File: config.mk
export PLATFORM = sky130hd
export DESIGN_NAME = eth_rx_frame_analyzer_nd
export DESIGN_NICKNAME = d
export VERILOG_FILES = /design/src/rtl/eth_rx_frame_analyzer_nd.sv
export SDC_FILE = /design/constraint.sdc
export NUM_CORES = 1
export LEC_CHECK = 0
export CORE_MARGIN = 2
export CORE_UTILIZATION = 58
export CTS_BUF_LIST = sky130_fd_sc_hd__clkbuf_16
export DETAILED_ROUTE_END_ITERATION = 10
export PLACE_DENSITY = 0.88
export SYNTH_ARGS = -nofsm -noshare
export SYNTH_HDL_FRONTEND = slang
export SYNTH_SLANG_ARGS = --single-unit
File: constraint.sdc
create_clock -name i_rx_clk -period 4.8 [get_ports i_rx_clk]
set_input_delay 0.48 -clock i_rx_clk [delete_from_list [all_inputs] [get_ports i_rx_clk]]
set_output_delay 0.48 -clock i_rx_clk [all_outputs]
set_load 0.03 [all_outputs]
File: src/rtl/eth_rx_frame_analyzer_nd.sv
// eth_rx_frame_analyzer_nd: GMII receive-side frame analyzer.
// Follows preamble/SFD/data framing and reports each frame's length and error flags.
// Also provides a fixed-latency copy of the raw GMII inputs.
// FCS (CRC-32) checking is compiled in only when ETH_RX_FCS_CHECK_EN is defined.
// Without it, o_fcs_err is tied low.
`timescale 1ns/1ps
module eth_rx_frame_analyzer_nd #(
    parameter int pDELAY   = 4,
    parameter int pPRE_MIN = 7,
    parameter int pMIN_LEN = 64,
    parameter int pMAX_LEN = 1518
) (
    input  logic        i_rx_clk,
    input  logic        i_rst_n,
    input  logic        i_rx_dv,
    input  logic        i_rx_er,
    input  logic [7:0]  i_rx_d,
    output logic [2:0]  o_fsm_state,
    output logic        o_fsm_state_changed,
    output logic        o_rx_dv_dly,
    output logic        o_rx_er_dly,
    output logic [7:0]  o_rx_d_dly,
    output logic [15:0] o_frame_len,
    output logic        o_frame_done,
    output logic        o_frame_ok,
    output logic        o_len_err,
    output logic        o_fcs_err,
    output logic        o_frame_abort
);

    typedef enum logic [2:0] {
        ST_IDLE     = 3'd0,
        ST_PREAMBLE = 3'd1,
        ST_SFD      = 3'd2,
        ST_DATA     = 3'd3,
        ST_END      = 3'd4,
        ST_ERROR    = 3'd5
    } state_t;

    localparam logic [3:0]  cPreMin = 4'(pPRE_MIN);
    localparam logic [15:0] cMinLen = 16'(pMIN_LEN);
    localparam logic [15:0] cMaxLen = 16'(pMAX_LEN);

    state_t      state_q, state_d;
    logic [3:0]  preCnt_q, preCnt_d;
    logic [15:0] len_q, len_d;
    logic [15:0] frameLen_q;
    logic        changed_q, done_q, ok_q, lenErr_q, fcsErr_q, abort_q;
    logic [9:0]  dly_q [pDELAY];
    logic        endNext, lenBad, fcsBad;

    // Next-state decode: each byte sampled at the edge decides where the framer goes.
    always_comb begin
        state_d  = ST_IDLE;
        preCnt_d = preCnt_q;
        len_d    = len_q;
        case (state_q)
            ST_IDLE, ST_END: begin
                if (!i_rx_dv) begin
                    state_d = ST_IDLE;
                end else if (!i_rx_er && i_rx_d == 8'h55) begin
                    state_d  = ST_PREAMBLE;
                    preCnt_d = 4'd1;
                end else begin
                    state_d = ST_ERROR;
                end
            end
            ST_PREAMBLE: begin
                if (!i_rx_dv) begin
                    state_d = ST_IDLE;
                end else if (i_rx_er) begin
                    state_d = ST_ERROR;
                end else if (i_rx_d == 8'h55) begin
                    state_d = ST_PREAMBLE;
                    if (preCnt_q != 4'hF) preCnt_d = preCnt_q + 4'd1;
                end else if (i_rx_d == 8'hD5 && preCnt_q >= cPreMin) begin
                    state_d = ST_SFD;
                end else begin
                    state_d = ST_ERROR;
                end
            end
            ST_SFD: begin
                if (!i_rx_dv) begin
                    state_d = ST_END;
                    len_d   = 16'd0;
                end else if (i_rx_er) begin
                    state_d = ST_ERROR;
                end else begin
                    state_d = ST_DATA;
                    len_d   = 16'd1;
                end
            end
            ST_DATA: begin
                if (!i_rx_dv) begin
                    state_d = ST_END;
                end else if (i_rx_er) begin
                    state_d = ST_ERROR;
                end else begin
                    state_d = ST_DATA;
                    if (len_q != 16'hFFFF) len_d = len_q + 16'd1;
                end
            end
            ST_ERROR: begin
                state_d = i_rx_dv ? ST_ERROR : ST_IDLE;
            end
            default: begin
                state_d = ST_IDLE;
            end
        endcase
    end

    assign endNext = (state_d == ST_END);
    assign lenBad  = (len_d < cMinLen) || (len_d > cMaxLen);

`ifdef ETH_RX_FCS_CHECK_EN
    logic [31:0] crc_q;

    function automatic logic [31:0] crcByte(input logic [31:0] crc, input logic [7:0] d);
        logic [31:0] c;
        c = crc ^ {24'd0, d};
        for (int i = 0; i < 8; i++) begin
            c = c[0] ? ((c >> 1) ^ 32'hEDB88320) : (c >> 1);
        end
        return c;
    endfunction

    function automatic logic [31:0] bitRev(input logic [31:0] v);
        logic [31:0] r;
        for (int i = 0; i < 32; i++) r[i] = v[31 - i];
        return r;
    endfunction

    // CRC runs only across DATA bytes and rests at its seed otherwise, so every frame starts clean.
    always_ff @(posedge i_rx_clk) begin
        if (!i_rst_n) begin
            crc_q <= 32'hFFFFFFFF;
        end else if (state_d == ST_DATA) begin
            crc_q <= crcByte(crc_q, i_rx_d);
        end else begin
            crc_q <= 32'hFFFFFFFF;
        end
    end

    // The register is kept bit-reflected; reversing it yields the familiar MSB-first residue.
    assign fcsBad = (bitRev(crc_q) != 32'hC704DD7B);
`else
    assign fcsBad = 1'b0;
`endif

    // Framer state plus all status outputs, registered together so they line up with the state.
    always_ff @(posedge i_rx_clk) begin
        if (!i_rst_n) begin
            state_q    <= ST_IDLE;
            preCnt_q   <= 4'd0;
            len_q      <= 16'd0;
            frameLen_q <= 16'd0;
            changed_q  <= 1'b0;
            done_q     <= 1'b0;
            ok_q       <= 1'b0;
            lenErr_q   <= 1'b0;
            fcsErr_q   <= 1'b0;
            abort_q    <= 1'b0;
        end else begin
            state_q   <= state_d;
            preCnt_q  <= preCnt_d;
            len_q     <= len_d;
            changed_q <= (state_d != state_q);
            done_q    <= endNext;
            ok_q      <= endNext && !lenBad && !fcsBad;
            lenErr_q  <= endNext && lenBad;
            fcsErr_q  <= endNext && fcsBad;
            abort_q   <= (state_d == ST_ERROR) && (state_q != ST_ERROR);
            if (endNext) frameLen_q <= len_d;
        end
    end

    // Raw GMII delay line, independent of framing; stage 0 holds the byte sampled at this edge.
    always_ff @(posedge i_rx_clk) begin
        if (!i_rst_n) begin
            for (int i = 0; i < pDELAY; i++) dly_q[i] <= 10'd0;
        end else begin
            dly_q[0] <= {i_rx_dv, i_rx_er, i_rx_d};
            for (int i = 1; i < pDELAY; i++) dly_q[i] <= dly_q[i - 1];
        end
    end

    assign o_fsm_state         = state_q;
    assign o_fsm_state_changed = changed_q;
    assign o_rx_dv_dly         = dly_q[pDELAY - 1][9];
    assign o_rx_er_dly         = dly_q[pDELAY - 1][8];
    assign o_rx_d_dly          = dly_q[pDELAY - 1][7:0];
    assign o_frame_len         = frameLen_q;
    assign o_frame_done        = done_q;
    assign o_frame_ok          = ok_q;
    assign o_len_err           = lenErr_q;
    assign o_fcs_err           = fcsErr_q;
    assign o_frame_abort       = abort_q;

endmodule

==> results.txt <==
- In this run the count of I/O pins placed on the die edge is 47.
* Critical path start-end classification: in -> reg
* Number of buffers created by CTS: 9
* Peak Freq: approximately 300 MHz
- STA classifies the critical path endpoint as a register.
- The largest individual stage delay along the critical path comes from the cell sky130_fd_sc_hd__o21ai_1.
- Met1 wire length: 3.42 mm
* CTS Hold Buffers Added: 0
- Buffer cell driving the clock tree root: sky130_fd_sc_hd__clkbuf_16
- Biggest cell delay along the critical path: ~0.82 ns
* Ys Warns: 0
- Highest metal used: met4
- Vert. Die Dim: approximately 81 um
* Vias per Instance: 5.90
- In the finished design, the share of the clock period the worst path needs comes to 0.690.
- Synthesis handed over a netlist of approximately 380 instances.
- From synthesis to final layout, the design area changed by 21.5%.
- Across the VDD grid, the largest voltage drop is around 0.26 mV.
- Antenna viol nets, final: 0
* Total negative slack for setup checks: 0 ns
* Final critical path time including I/O delays and setup: roughly 3.3 ns
* First drt pass iteration count: 6
* Top library cells by usage in the layout, fill and taps aside: 84 x sky130_fd_sc_hd__dfxtp_1, 48 x sky130_fd_sc_hd__and2_1, 45 x sky130_fd_sc_hd__clkdlybuf4s50_1, 41 x sky130_fd_sc_hd__nor2_1, 22 x sky130_fd_sc_hd__nand2_1
* Total track usage: 0.249
- The number of global-route vias before repair was approximately 2600.
* Share of power burned in the clock network: 0.469
* 1st-iter DRT viols: approximately 240
- Buffers placed on the I/O ports in this run total 45.
- Max-cap check violation count: 0
- In this run the tightest slew margin relative to its limit is 0.312.
- Post-CTS repair changed the size of 0 cells.
* Sinks on the clock net: between 80 and 90
- Cells along the critical path: clkdlybuf4s50_1 -> nand2_1 -> o21ai_1 -> a22o_1 -> a31oi_1 -> nor4_1 -> nand4_1 -> a2111oi_2
- The mapped netlist covers ~3500 sq um.
- Setup clock skew after layout: just over 0.008 ns
* Least-Margin Pin Slew: between 1 and 1.5 ns
- Count of unresolved DRC violations after routing: 0
- For this run, the leading register cell type out of synthesis is sky130_fd_sc_hd__dfxtp_1.
- The number of antenna violations at the first check in global routing was 0.
* Number of H-tree levels: 3
- Unrepaired setup endpoints after global routing: false
- Fin. Hold Viols: 0
* Core utilization of the finished layout: 0.718
- The floorplan has 28 rows.
- Most common cell after layout, fill and taps aside: sky130_fd_sc_hd__dfxtp_1
- The analysis attributes to cell leakage a power of between 1.5 and 2 nW.
- Clock latency on the worst-skew pair, taken at its later pin, is 0.34 ns.
- The netlist uses 55 different library cells.
- Setup-failing EPs final: 0
- Routed wl met3: between 400 and 500 um
* CTS tree: done
* Total length of routed met2 wires: ~3.6 mm
- The max-slew violation count is 0.
- The repair_antennas step left the layout with diodes totalling 0.
- Outcome: completed
- The total overflow left after global routing is 0.
- Of the total power, the share spent switching nets is 0.242.
* Starting utilization of the core area: 0.591
- Clock-pin slew was measured on the worst setup and hold paths at approximately 0.07 ns.
* Largest fanout of any net on the critical path: 12
- Data arrival time at the worst-slack endpoint: 3.55 ns
- Of the total power, combinational logic draws 0.039.
- Counting flops with a built-in enable in the synthesized netlist gives 0.
* Nature of the critical path startpoint: input port
- Summed over all nets, the switching power comes to 352 uW.
- Count of vias placed by the detailed router: approximately 2900
* Critical path's top delay family: compound AO/OA/AOI/OAI gates
- For this run, the register share of the synthesized area comes to 0.486.
- Net count after synthesis: 390
- First-pass GRT wire length: 12.5 mm
- Pin count of the biggest net entering global routing: 46
- Post-detailed-placement half-perimeter wirelength: 5.07 mm
- In this run the mean area of a mapped cell was ~9 sq um.
* Placer congestion estimate: just under 0.9
- Together, buffers and inverters on the worst path number 1.
- Share of flip-flops with an asynchronous set or reset after synthesis: 0
- At the worst endpoint, the required time is between 5 and 6 ns.
- In this run the worst hold path is classified as reg -> reg.
- Final WL: 7.70 mm
- The region available for standard cell placement spans 5850 sq um.
- The internal power of the cells totals about 1.1 mW.
* Horizontal die dimension: ~81 um
- #FFs+latches synth: between 80 and 90
- The die covers roughly 6600 sq um.
- For this run, the post-layout net count is approximately 420.
* Number of buffers added for setup after CTS: 0
* Ratio of cells with drive above 1 in the final layout: 0.0723
* Power share of the sequential group: 0.492
* Max clock buf depth: 2
* Areal power density over the cells: approximately 350 nW/um^2
- Wire per inst: between 15 and 20 um
[sequential cells by signal, indices dropped and copies added, names as in the netlist]
signal and flops:
preCnt_q 4, o_frame_len 16, o_len_err 1, o_frame_ok 1, o_frame_done 1, o_fsm_state_changed 1, len_q 16, o_fsm_state 3
o_frame_abort 1, dly_q 40
[routing by layer]
metal / up-vias / track usage
met2: 126 / 0.402
li1: 1404 / -
met3: 23 / 0.0600
met4: 0 / 0.0780
met5: - / 0
met1: 1339 / 0.330
[per-stage QoR]
step	total power [mW]	area [sq um]	setup slack, ns	hold WS (ns)	cells
floorplan	0.767	3460	2.28	0.406	376
global placement	0.786	3900	1.33	0.414	474
detailed placement	0.788	3900	1.24	0.418	474
CTS	1.46	4200	1.55	0.426	490
global route	1.50	4200	1.28	0.445	490
finish	1.46	4200	1.49	0.424	490
[cell type report]
| type | count | area [sq um] |
|---|---|---|
| Clock buffer | 9 | 225 |
| Clock inverter | 7 | 78.8 |
| Fill cell | 427 | 1650 |
| Inverter | 6 | 22.5 |
| Multi-Input combinational cell | 261 | 1630 |
| Sequential cell | 84 | 1680 |
| Tap cell | 75 | 93.8 |
| Timing Repair Buffer | 48 | 473 |
[power by group through the flow]
stage | clock [mW] | combinational (mW) | sequential [mW]
floorplan | 0 | 0.0316 | 0.735
global placement | 0 | 0.0557 | 0.731
detailed placement | 0 | 0.0567 | 0.731
CTS | 0.692 | 0.0577 | 0.715
global route | 0.722 | 0.0629 | 0.716
finish | 0.683 | 0.0574 | 0.715
[path summary, 6_finish.rpt]
| check | from | to | slack (ns) | depth (start not counted) |
|---|---|---|---|---|
| max | i_rx_dv | o_frame_ok | 1.49 | 8 |
| max reg2reg | o_fsm_state[1] | o_frame_ok | 1.52 | 7 |
| min | dly_q[2][8] | dly_q[3][8] | 0.42 | 1 |
| min reg2reg | dly_q[2][8] | dly_q[3][8] | 0.42 | 1 |
[synthesized netlist by cell type, drive strengths merged, types with 4 or more instances]
cell type | number | area share
dfxtp | 84 | 0.49
and2 | 48 | 0.087
nor2 | 41 | 0.044
nand2 | 22 | 0.024
a211oi | 16 | 0.038
clkbuf | 16 | 0.018
a21oi | 15 | 0.022
o21ai | 13 | 0.019
nand3 | 12 | 0.017
nand4 | 12 | 0.025
nor3 | 11 | 0.017
nor4 | 10 | 0.022
buf | 9 | 0.019
nand2b | 7 | 0.015
inv | 5 | 0.0054
o311a | 5 | 0.014
a31oi | 4 | 0.0072
and4 | 4 | 0.010
[cell families after synthesis]
group / share of synthesized area
and+or+nand+nor: 0.289
DFF: 0.486
AOI/OAI and AO/OA: 0.158
buffers and inverters: 0.0434
muxes: 0.0123
adders and majority gates: 0.00723
other: 0.00108
xor gates and xnor gates: 0.00253
Note: power is estimated with default switching activity, not from simulation.
